==> config.mk <==
export PLATFORM = sky130hd
export DESIGN_NAME = decode_issue
export DESIGN_NICKNAME = d
export VERILOG_FILES = /design/src/rtl/decode_issue_pkg.sv /design/src/rtl/decode_issue_inst_decode.sv /design/src/rtl/decode_issue.sv
export SDC_FILE = /design/constraint.sdc
export NUM_CORES = 1
export LEC_CHECK = 0
export BUFFER_PORTS_ARGS = -buffer_cell sky130_fd_sc_hd__buf_2
export CORE_ASPECT_RATIO = 0.9
export CORE_MARGIN = 2
export CORE_UTILIZATION = 46
export DETAILED_ROUTE_END_ITERATION = 10
export PLACE_DENSITY = 0.77
export SETUP_SLACK_MARGIN = 0.4
export SYNTH_ARGS = -nofsm -noshare
export SYNTH_HDL_FRONTEND = slang
export SYNTH_HIERARCHICAL = 1
export SYNTH_SLANG_ARGS = --single-unit
==> constraint.sdc <==
create_clock -name clk -period 1.5 [get_ports clk]
set_input_delay 0.225 -clock clk [delete_from_list [all_inputs] [get_ports clk]]
set_output_delay 0.225 -clock clk [all_outputs]
set_load 0.03 [all_outputs]
==> src/rtl/decode_issue_pkg.sv <==
// Shared RV32I constants, op-id encodings and route type
// for the decode/issue stage.
package decode_issue_pkg;

  localparam int OpIdBus = 6;
  typedef logic [OpIdBus-1:0] op_id_t;

  typedef enum logic {
    RT_RS,
    RT_LSB
  } route_t;

  localparam logic [6:0] OPC_LUI    = 7'b0110111;
  localparam logic [6:0] OPC_AUIPC  = 7'b0010111;
  localparam logic [6:0] OPC_JAL    = 7'b1101111;
  localparam logic [6:0] OPC_JALR   = 7'b1100111;
  localparam logic [6:0] OPC_BRANCH = 7'b1100011;
  localparam logic [6:0] OPC_LOAD   = 7'b0000011;
  localparam logic [6:0] OPC_STORE  = 7'b0100011;
  localparam logic [6:0] OPC_OPIMM  = 7'b0010011;
  localparam logic [6:0] OPC_OP     = 7'b0110011;

  localparam logic [2:0] F3_BEQ  = 3'd0;
  localparam logic [2:0] F3_BNE  = 3'd1;
  localparam logic [2:0] F3_BLT  = 3'd4;
  localparam logic [2:0] F3_BGE  = 3'd5;
  localparam logic [2:0] F3_BLTU = 3'd6;
  localparam logic [2:0] F3_BGEU = 3'd7;
  localparam logic [2:0] F3_B    = 3'd0;
  localparam logic [2:0] F3_H    = 3'd1;
  localparam logic [2:0] F3_W    = 3'd2;
  localparam logic [2:0] F3_BU   = 3'd4;
  localparam logic [2:0] F3_HU   = 3'd5;
  localparam logic [2:0] F3_ADD  = 3'd0;
  localparam logic [2:0] F3_SLL  = 3'd1;
  localparam logic [2:0] F3_SLT  = 3'd2;
  localparam logic [2:0] F3_SLTU = 3'd3;
  localparam logic [2:0] F3_XOR  = 3'd4;
  localparam logic [2:0] F3_SR   = 3'd5;
  localparam logic [2:0] F3_OR   = 3'd6;
  localparam logic [2:0] F3_AND  = 3'd7;

  localparam logic [6:0] F7_BASE = 7'b0000000;
  localparam logic [6:0] F7_ALT  = 7'b0100000;

  localparam op_id_t OP_NOP   = 6'd0;
  localparam op_id_t OP_LUI   = 6'd1;
  localparam op_id_t OP_AUIPC = 6'd2;
  localparam op_id_t OP_JAL   = 6'd3;
  localparam op_id_t OP_JALR  = 6'd4;
  localparam op_id_t OP_BEQ   = 6'd5;
  localparam op_id_t OP_BNE   = 6'd6;
  localparam op_id_t OP_BLT   = 6'd7;
  localparam op_id_t OP_BGE   = 6'd8;
  localparam op_id_t OP_BLTU  = 6'd9;
  localparam op_id_t OP_BGEU  = 6'd10;
  localparam op_id_t OP_LB    = 6'd11;
  localparam op_id_t OP_LH    = 6'd12;
  localparam op_id_t OP_LW    = 6'd13;
  localparam op_id_t OP_LBU   = 6'd14;
  localparam op_id_t OP_LHU   = 6'd15;
  localparam op_id_t OP_SB    = 6'd16;
  localparam op_id_t OP_SH    = 6'd17;
  localparam op_id_t OP_SW    = 6'd18;
  localparam op_id_t OP_ADDI  = 6'd19;
  localparam op_id_t OP_SLTI  = 6'd20;
  localparam op_id_t OP_SLTIU = 6'd21;
  localparam op_id_t OP_XORI  = 6'd22;
  localparam op_id_t OP_ORI   = 6'd23;
  localparam op_id_t OP_ANDI  = 6'd24;
  localparam op_id_t OP_SLLI  = 6'd25;
  localparam op_id_t OP_SRLI  = 6'd26;
  localparam op_id_t OP_SRAI  = 6'd27;
  localparam op_id_t OP_ADD   = 6'd28;
  localparam op_id_t OP_SUB   = 6'd29;
  localparam op_id_t OP_SLL   = 6'd30;
  localparam op_id_t OP_SLT   = 6'd31;
  localparam op_id_t OP_SLTU  = 6'd32;
  localparam op_id_t OP_XOR   = 6'd33;
  localparam op_id_t OP_SRL   = 6'd34;
  localparam op_id_t OP_SRA   = 6'd35;
  localparam op_id_t OP_OR    = 6'd36;
  localparam op_id_t OP_AND   = 6'd37;

endpackage

==> src/rtl/decode_issue_inst_decode.sv <==
// Combinational RV32I decoder: op id, immediate, register
// indices, rd-write flag and back-end route.
module inst_decode
  import decode_issue_pkg::*;
(
  input  logic [31:0] i_inst,
  output op_id_t      o_op_id,
  output logic [31:0] o_imm,
  output logic [4:0]  o_rd,
  output logic [4:0]  o_rs1,
  output logic [4:0]  o_rs2,
  output logic        o_writes_rd,
  output route_t      o_route
);

  logic [6:0]  w_opc;
  logic [2:0]  w_f3;
  logic        w_alt;
  logic        w_ok;
  logic [31:0] w_imm_i, w_imm_s, w_imm_b;
  logic [31:0] w_imm_u, w_imm_j, w_imm_sh;
  op_id_t      w_op;
  logic [31:0] w_imm;
  logic        w_use_rd, w_use_rs1, w_use_rs2;
  route_t      w_route;

  assign w_opc = i_inst[6:0];
  assign w_f3  = i_inst[14:12];
  assign w_alt = (i_inst[31:25] & F7_ALT) != F7_BASE;

  assign w_imm_i  = {{20{i_inst[31]}}, i_inst[31:20]};
  assign w_imm_s  = {{20{i_inst[31]}}, i_inst[31:25],
                     i_inst[11:7]};
  assign w_imm_b  = {{20{i_inst[31]}}, i_inst[7],
                     i_inst[30:25], i_inst[11:8], 1'b0};
  assign w_imm_u  = {i_inst[31:12], 12'b0};
  assign w_imm_j  = {{12{i_inst[31]}}, i_inst[19:12],
                     i_inst[20], i_inst[30:21], 1'b0};
  assign w_imm_sh = {27'b0, i_inst[24:20]};

  always_comb begin
    w_op      = OP_NOP;
    w_imm     = '0;
    w_use_rd  = 1'b0;
    w_use_rs1 = 1'b0;
    w_use_rs2 = 1'b0;
    w_route   = RT_RS;
    unique case (1'b1)
      w_opc == OPC_LUI: begin
        w_op = OP_LUI; w_imm = w_imm_u; w_use_rd = 1'b1;
      end
      w_opc == OPC_AUIPC: begin
        w_op = OP_AUIPC; w_imm = w_imm_u; w_use_rd = 1'b1;
      end
      w_opc == OPC_JAL: begin
        w_op = OP_JAL; w_imm = w_imm_j; w_use_rd = 1'b1;
      end
      w_opc == OPC_JALR: begin
        w_op      = (w_f3 == 3'd0) ? OP_JALR : OP_NOP;
        w_imm     = w_imm_i;
        w_use_rd  = 1'b1;
        w_use_rs1 = 1'b1;
      end
      w_opc == OPC_BRANCH: begin
        unique case (w_f3)
          F3_BEQ:  w_op = OP_BEQ;
          F3_BNE:  w_op = OP_BNE;
          F3_BLT:  w_op = OP_BLT;
          F3_BGE:  w_op = OP_BGE;
          F3_BLTU: w_op = OP_BLTU;
          F3_BGEU: w_op = OP_BGEU;
          default: w_op = OP_NOP;
        endcase
        w_imm = w_imm_b; w_use_rs1 = 1'b1; w_use_rs2 = 1'b1;
      end
      w_opc == OPC_LOAD: begin
        unique case (w_f3)
          F3_B:    w_op = OP_LB;
          F3_H:    w_op = OP_LH;
          F3_W:    w_op = OP_LW;
          F3_BU:   w_op = OP_LBU;
          F3_HU:   w_op = OP_LHU;
          default: w_op = OP_NOP;
        endcase
        w_imm = w_imm_i; w_use_rd = 1'b1; w_use_rs1 = 1'b1;
        w_route = RT_LSB;
      end
      w_opc == OPC_STORE: begin
        unique case (w_f3)
          F3_B:    w_op = OP_SB;
          F3_H:    w_op = OP_SH;
          F3_W:    w_op = OP_SW;
          default: w_op = OP_NOP;
        endcase
        w_imm = w_imm_s; w_use_rs1 = 1'b1; w_use_rs2 = 1'b1;
        w_route = RT_LSB;
      end
      w_opc == OPC_OPIMM: begin
        w_imm = w_imm_i; w_use_rd = 1'b1; w_use_rs1 = 1'b1;
        unique case (w_f3)
          F3_ADD:  w_op = OP_ADDI;
          F3_SLT:  w_op = OP_SLTI;
          F3_SLTU: w_op = OP_SLTIU;
          F3_XOR:  w_op = OP_XORI;
          F3_OR:   w_op = OP_ORI;
          F3_AND:  w_op = OP_ANDI;
          F3_SLL: begin
            w_op = OP_SLLI; w_imm = w_imm_sh;
          end
          default: begin
            w_op  = w_alt ? OP_SRAI : OP_SRLI;
            w_imm = w_imm_sh;
          end
        endcase
      end
      w_opc == OPC_OP: begin
        w_use_rd = 1'b1; w_use_rs1 = 1'b1; w_use_rs2 = 1'b1;
        unique case (w_f3)
          F3_ADD:  w_op = w_alt ? OP_SUB : OP_ADD;
          F3_SLL:  w_op = OP_SLL;
          F3_SLT:  w_op = OP_SLT;
          F3_SLTU: w_op = OP_SLTU;
          F3_XOR:  w_op = OP_XOR;
          F3_SR:   w_op = w_alt ? OP_SRA : OP_SRL;
          F3_OR:   w_op = OP_OR;
          default: w_op = OP_AND;
        endcase
      end
      default: w_op = OP_NOP;
    endcase
  end

  // Anything that fails to decode becomes an inert NOP on the RS path.
  assign w_ok        = w_op != OP_NOP;
  assign o_op_id     = w_op;
  assign o_imm       = w_ok ? w_imm : '0;
  assign o_writes_rd = w_ok && w_use_rd;
  assign o_rd        = o_writes_rd ? i_inst[11:7] : 5'd0;
  assign o_rs1       = (w_ok && w_use_rs1) ? i_inst[19:15] : 5'd0;
  assign o_rs2       = (w_ok && w_use_rs2) ? i_inst[24:20] : 5'd0;
  assign o_route     = w_ok ? w_route : RT_RS;

endmodule

==> src/rtl/decode_issue.sv <==
// Decode-and-issue stage: one-entry holding register that fires
// into the ROB plus RS or LSB, with rename strobe and stall count.
module decode_issue
  import decode_issue_pkg::*;
#(
  parameter int ROB_TAG_W = 4,
  parameter int XLEN      = 32,
  parameter int CNT_W     = 16
) (
  input  logic                 clk,
  input  logic                 rst,
  input  logic                 iq_valid,
  input  logic [31:0]          iq_inst,
  input  logic [XLEN-1:0]      iq_pc,
  output logic                 iq_ready,
  input  logic                 rob_full,
  input  logic [ROB_TAG_W-1:0] rob_tail_tag,
  input  logic                 rob_flush,
  input  logic                 rs_full,
  input  logic                 lsb_full,
  output logic                 rob_en,
  output logic                 rs_en,
  output logic                 lsb_en,
  output logic [OpIdBus-1:0]   d_op_id,
  output logic [XLEN-1:0]      d_pc,
  output logic [XLEN-1:0]      d_imm,
  output logic [4:0]           d_rd,
  output logic [4:0]           d_rs1,
  output logic [4:0]           d_rs2,
  output logic [ROB_TAG_W-1:0] d_tag,
  output logic                 rf_rename_en,
  output logic [CNT_W-1:0]     stall_cnt
);

  typedef enum logic {
    ST_EMPTY,
    ST_FULL
  } state_t;

  state_t                 r_state, w_state_nx;
  op_id_t                 r_op_id;
  logic [XLEN-1:0]        r_pc, r_imm;
  logic [4:0]             r_rd, r_rs1, r_rs2;
  logic                   r_wr;
  route_t                 r_route;
  logic [ROB_TAG_W-1:0]   r_tag;
  logic [CNT_W-1:0]       r_stall;

  op_id_t                 w_op_id;
  logic [31:0]            w_imm;
  logic [4:0]             w_rd, w_rs1, w_rs2;
  logic                   w_wr;
  route_t                 w_route;
  logic                   w_room, w_fire, w_capture;

  inst_decode u_dec (
    .i_inst      (iq_inst),
    .o_op_id     (w_op_id),
    .o_imm       (w_imm),
    .o_rd        (w_rd),
    .o_rs1       (w_rs1),
    .o_rs2       (w_rs2),
    .o_writes_rd (w_wr),
    .o_route     (w_route)
  );

  always_comb begin
    w_room    = (r_route == RT_LSB) ? !lsb_full : !rs_full;
    w_fire    = (r_state == ST_FULL) && !rob_flush
                && !rob_full && w_room;
    iq_ready  = !rob_flush && (r_state == ST_EMPTY || w_fire);
    w_capture = iq_valid && iq_ready;
    rob_en    = w_fire;
    rs_en     = w_fire && (r_route == RT_RS);
    lsb_en    = w_fire && (r_route == RT_LSB);
    rf_rename_en = w_fire && r_wr && (r_rd != 5'd0);
    d_tag     = w_fire ? rob_tail_tag : r_tag;
    w_state_nx = r_state;
    if (rob_flush)      w_state_nx = ST_EMPTY;
    else if (w_capture) w_state_nx = ST_FULL;
    else if (w_fire)    w_state_nx = ST_EMPTY;
  end

  always_ff @(posedge clk or negedge rst) begin
    if (!rst) r_state <= ST_EMPTY;
    else      r_state <= w_state_nx;
  end

  always_ff @(posedge clk or negedge rst) begin
    if (!rst) begin
      r_op_id <= OP_NOP;
      r_pc    <= '0;
      r_imm   <= '0;
      r_rd    <= '0;
      r_rs1   <= '0;
      r_rs2   <= '0;
      r_wr    <= 1'b0;
      r_route <= RT_RS;
      r_tag   <= '0;
      r_stall <= '0;
    end else begin
      if (w_capture) begin
        r_op_id <= w_op_id;
        r_pc    <= iq_pc;
        r_imm   <= XLEN'($signed(w_imm));
        r_rd    <= w_rd;
        r_rs1   <= w_rs1;
        r_rs2   <= w_rs2;
        r_wr    <= w_wr;
        r_route <= w_route;
      end
      if (w_fire) r_tag <= rob_tail_tag;
      if (r_state == ST_FULL && !w_fire && r_stall != '1)
        r_stall <= r_stall + CNT_W'(1);
    end
  end

  assign d_op_id   = r_op_id;
  assign d_pc      = r_pc;
  assign d_imm     = r_imm;
  assign d_rd      = r_rd;
  assign d_rs1     = r_rs1;
  assign d_rs2     = r_rs2;
  assign stall_cnt = r_stall;

endmodule
-- Word-level counts from Yosys, hierarchy flattened
Cells that the tools add are included.
- flip-flop bits (word level): 108
- output and inout port bits: 110
- logic and storage cells: 88
- $add $sub $neg: 1
- equal/unequal tests: 17
- multiplexer cells: 26
- bitwise gates (word level): 2
- reductions and logical operators: 31
- operators by type and width (kind ; count):
    32-bit one-hot mux with 6 select lines ; 1
    6-bit one-hot mux with 7 select lines ; 2
    32-bit two-way mux ; 2
    6-bit one-hot mux with 9 select lines ; 1
    4-bit one-hot mux with 6 select lines ; 1
    7-bit by 6-bit == test with 1-bit output, second input constant ; 3
    7-bit == test, second input constant ; 3
    4-bit one-hot mux with 5 select lines ; 1
    16-bit by 1-bit adder with 16-bit output, second input constant ; 1
    16-bit != test, second input constant ; 1
    5-bit two-way mux ; 3
    5-bit one-hot mux with 3 select lines ; 1
    7-bit by 5-bit == test with 1-bit output, second input constant ; 2
    1-bit logical AND ; 14
    3-bit == test, second input constant ; 4
    1-bit two-way mux ; 12
    6-bit OR reduction ; 2
    7-bit by 2-bit == test with 1-bit output, second input constant ; 1
    7-bit OR reduction ; 1
    3-bit by 2-bit == test with 1-bit output, second input constant ; 2
    6-bit nonzero test ; 1
    2-bit OR reduction ; 3
    1-bit logical NOT ; 5
    5-bit nonzero test ; 1
    other kinds (8) ; 9

-- Depth between registers and ports, before layout
- depth in word-level cells: 9
- mapped depth: 11
- depth with buffers taken out: 7

-- Modules after synthesis
Netlist, hierarchy kept.
- modules (own cells, without submodules) (module ; times used ; cells each ; area an instance (um^2)):
    decode_issue ; 1 ; 281 ; 4411.7
    inst_decode ; 1 ; 227 ; 1213.7

-- Least setup slack after synthesis
OpenSTA, ideal clock, no wires.
- path type: input-to-reg
- from: in iq_inst[12]
- to: reg r_rd[2], in the netlist d_rd[2]
- setup time: 0.125 ns
- arrival time: 2.076 ns
- slack: -0.701 ns
- cell stages on the path: 11
- buffers on the path: 4
- cell sequence: buf_2 buf_2 nand2_1 o211ai_1 o21ai_1 a311o_1 nor4_4 buf_4 buf_6 nor2_1 mux2_2
- longest elaborated chain between the ends: 6
- RTL lines (item ; line ; source):
    start: declaration ; decode_issue.sv:13 ; input logic [31:0] iq_inst,
    3-bit == test, or another cell as far along ; decode_issue_inst_decode.sv:65, decode_issue_inst_decode.sv:100, decode_issue_inst_decode.sv:118 ;
    6-bit one-hot mux with 7 select lines, or another cell as far along ; decode_issue_inst_decode.sv:118 ; unique case (w_f3)
    6-bit one-hot mux with 9 select lines (*) ; decode_issue_inst_decode.sv:48 ; unique case (1'b1)
    named net w_op_id[1] ; decode_issue.sv:49 ; op_id_t w_op_id;
    6-bit nonzero test (*) ; decode_issue_inst_decode.sv:134 ; assign w_ok = w_op != OP_NOP;
    1-bit logical AND (*) ; decode_issue_inst_decode.sv:137 ; assign o_writes_rd = w_ok && w_use_rd;
    5-bit two-way mux (*) ; decode_issue_inst_decode.sv:138 ; assign o_rd = o_writes_rd ? i_inst[11:7] : 5'd0;
    named net w_rd[2] ; decode_issue.sv:51 ; logic [4:0] w_rd, w_rs1, w_rs2;
    end signal: assignment ; decode_issue.sv:106 ; r_rd <= w_rd;
    end: declaration ; decode_issue.sv:43 ; logic [4:0] r_rd, r_rs1, r_rs2;
The timed path passes the listed nets; every way through them passes the cells marked *.
A chain may end at the register's enable or synchronous reset.

-- Worst setup path in the final report
- from: in iq_inst[6]
- to: reg r_imm[15], in the netlist d_imm[15]
- longest elaborated chain between the ends: 4
- RTL lines (item ; line ; source):
    7-bit by 6-bit == test with 1-bit output, or another cell as far along ; decode_issue_inst_decode.sv:116 ; w_opc == OPC_OP: begin
    6-bit one-hot mux with 9 select lines / 2-bit OR reduction (equally long branches) ; - ;
    6-bit nonzero test / 32-bit one-hot mux with 6 select lines (equally long branches) ; decode_issue_inst_decode.sv:134, decode_issue_inst_decode.sv:48 ;
    32-bit two-way mux (*) ; decode_issue_inst_decode.sv:136 ; assign o_imm = w_ok ? w_imm : '0;
    named net w_imm[15] ; decode_issue.sv:50 ; logic [31:0] w_imm;
    end signal: assignment ; decode_issue.sv:105 ; r_imm <= XLEN'($signed(w_imm));
    end: declaration ; decode_issue.sv:42 ; logic [XLEN-1:0] r_pc, r_imm;
Marked as above.

==> impl_metrics.tcl <==
set metrics [dict create \
    grt_pass1_wl_um 31800 \
    r2r_cells 6 \
    drtAntennaViolNets 0 \
    cts.sinks 108 \
    die_y_um 109 \
    seq_area_frac_synth_pct 48.0 \
    stdcell_area_sq_um 10500 \
    fin_tns_setup_ps -54770 \
    synthTopCellsByCount "dfrtp_1 (108), mux2_2 (62), nand2_1 (55)" \
    crit_required_ps 1780 \
    fin_crit_ps 2180 \
    ys.flop_type "dfrtp_1" \
    final.period_utilization_pct 145 \
    cts_buffer_depth 2 \
    hold_depth 2 \
    worst_clock_skew_ps 14.2 \
    p_sw_w 0.00304 \
    grt_max_degree 44 \
    synth_mux_area_share_pct 21.0 \
    start_util_pct 47.0 \
    diodes 0 \
    slew_violations 0 \
    pin_count 185 \
    rsz0062_at_grt "yes" \
    clk_latency_ps 350 \
    pwr-share-clk_pct 26.3 \
    antenna_found_initial 0 \
    wl_met3_um 2110 \
    root_buffer "clkbuf_16" \
    fin_cells 1023 \
    synth_fa_ha_area_share_pct 0.222 \
    critPathCaptureType "register" \
    p_per_area_nw_per_um2 884 \
    critical_path.startpoint_type "input pin" \
    hold_path.class "input pin to register" \
    cellLeakagePower_nw 5.03 \
    cts.clk_slew.worst_paths_ps 80 \
    whs_ps 104 \
    worstPathArrival_ps 2460 \
    crit_type "input pin to register" \
    maxCapViolations 0 \
    violations "negative setup slack" \
    gp_congestion 0.911 \
    irDropWorstVdd_mv 0.662 \
    cts_tree "done" \
    dp.cells 909 \
    first_global_vias 5880 \
    firstDrtPassIters 5 \
    yosysMostFrequentCell "dfrtp_1" \
    power.internal_w 0.00627 \
    synth-compound-area-share_pct 8.23 \
    drive_gt1_share_pct 69.1 \
    wl_met2_um 12800 \
    finalSetupViolations 117 \
    comb_power_share_pct 36.0 \
    synth-simple-area-share_pct 15.9 \
    port_buffers 184 \
    synth_top_cells_by_area "dfrtp_1 (48%), mux2_2 (12%), mux2_4 (8.0%), nand2_1 (3.7%), nor2_1 (3.1%)" \
    worstMarginPinSlew_ps 574 \
    p_sw_share_pct 32.7 \
    gr-total-overflow 0 \
    vias 6092 \
    slew-limit-headroom_pct 61.7 \
    cp_max_fo 6 \
    postSynth.asyncResetShare_pct 100 \
    ys_types 62 \
    fp.dieArea_sq_um 13100 \
    yosys_warnings 6 \
    drt_iter0_markers 533 \
    synth_xor_area_share_pct 2.49 \
    grtUsageTotal_pct 31.5 \
    finalHoldViolCount 0 \
    die-width_um 121 \
    yosysTopAreaCell "dfrtp_1" \
    power_frac_seq_pct 37.8 \
    syn_area_per_cell_sq_um 11.1 \
    cts_buffers 9 \
    synth_top_family_by_area "multiplexers" \
    fill_cells 501 \
    finalNetCount 935 \
    wl_per_cell_um 24.6 \
    area_growth_pct 87.1 \
    top_layer "met4" \
    syn_nets 584 \
    via_per_inst 5.96 \
    placed_area_sq_um 7560 \
    syn_inst 508 \
    synth-seq-cells 108 \
    yosysTopAreaCellShare_pct 48.0 \
    drc 0 \
    wirelength_um 25200 \
    timing.final.ws_setup_ps -677 \
    status "finished, violations left" \
    syn_area_sq_um 5630 \
    core-area_sq_um 12000 \
    htreeDepth 3 \
    synth_edf_count 0 \
    fmax_mhz 459 \
    std_cell_rows 38 \
    dp_hpwl_um 11800 \
    routedLengthMet1_um 8850 \
]
[cells in the final DEF, fill, tap and decap left out, drive strengths merged, types with 3 or more instances in the layout]
cell type / Yosys / final
mux2: 92 / 92
xor2: 15 / 15
nor4: 11 / 11
nor2: 47 / 47
a21oi: 28 / 28
inv: 9 / 10
nand4: 8 / 8
dfrtp: 108 / 108
nor3: 11 / 11
nand2: 55 / 55
nor3b: 3 / 3
nor2b: 5 / 5
mux2i: 3 / 3
nand3: 12 / 12
nand3b: 5 / 6
a22oi: 5 / 5
o21ai: 10 / 10
and3: 4 / 4
nand2b: 4 / 4
clkbuf: 5 / 13
o211ai: 3 / 3
buf: 29 / 370
[final cells by class]
class	count	area, sq um	area share (%)
Inverter	9	36.3	0.345
Sequential cell	108	2730	25.9
Clock inverter	3	47.5	0.452
Timing Repair Buffer	373	3770	35.8
Tap cell	160	200	1.90
Clock buffer	12	246	2.34
Multi-Input combinational cell	358	3500	33.3
[per-layer routing]
| layer | track usage, % | vias up |
|---|---|---|
| met4 | 11.5 | 0 |
| li1 | - | 2510 |
| met5 | 0 | - |
| met1 | 36.2 | 3011 |
| met2 | 56.6 | 441 |
| met3 | 8.37 | 130 |
[power by group through the flow]
stage / Combinational (W) / Clock (W) / Sequential (W)
6_report: 0.00335 / 0.00244 / 0.00351
5_1_grt: 0.00346 / 0.00259 / 0.00354
4_1_cts: 0.00295 / 0.00242 / 0.00346
3_5_place_dp: 0.00211 / 0 / 0.00347
3_3_place_gp: 0.00206 / 0 / 0.00344
2_1_floorplan: 0.000814 / 0 / 0.00397
[critical path: stages]
cell      delay, ps
buf_6           110
or3b_4          450
a221oi_1        320
o21ai_0         220
o311ai_2        170
nor4_4           80
buf_6           150
buf_8           130
buf_12          120
buf_16          130
a21oi_2         170
mux2_4          180
[stage by stage]
stage / total power [W] / utilization (%) / setup slack (ps)
global placement: 0.00550 / 63.1 / -878
global route: 0.00958 / 87.8 / -827
CTS: 0.00883 / 82.3 / -530
finish: 0.00931 / 87.8 / -677
floorplan: 0.00479 / - / -571
detailed placement: 0.00557 / 63.1 / -873
[state kept, by name (all words and copies together) (netlist names)]
name and flops:
r_state 1, d_rs2 5, r_wr 1, d_imm 32
stall_cnt 16, d_rs1 5, r_route 1, d_pc 32
d_rd 5, r_tag 4, d_op_id 6
[cell families after synthesis]
family	Yosys count
flip-flops	108
AO/OA/AOI/OAI	70
adder cells (fa/ha/maj)	1
AND/OR/NAND/NOR	175
XOR/XNOR	16
buffers and inverters	43
multiplexers	95
[path summary, 6_finish.rpt]
path,start,end,slack (ps)
hold reg to reg,stall_cnt[15],stall_cnt[15],510
setup / recovery,iq_inst[6],d_imm[15],-680
setup reg to reg,r_route,d_imm[19],-550
hold / removal,iq_pc[27],d_pc[27],100
max in group asynchronous,rst,d_pc[26],550
min in group asynchronous,rst,stall_cnt[3],360
[timing repair]
item,in CTS,in global routing
resized for setup,329,115
endpoints found under the setup margin,218,218
buffers inserted,56,26
cloned,15,1
pin swaps,38,31
hold endpoints to repair,16,0
hold buffers,1,0
Power figures use the tool's default switching activity.
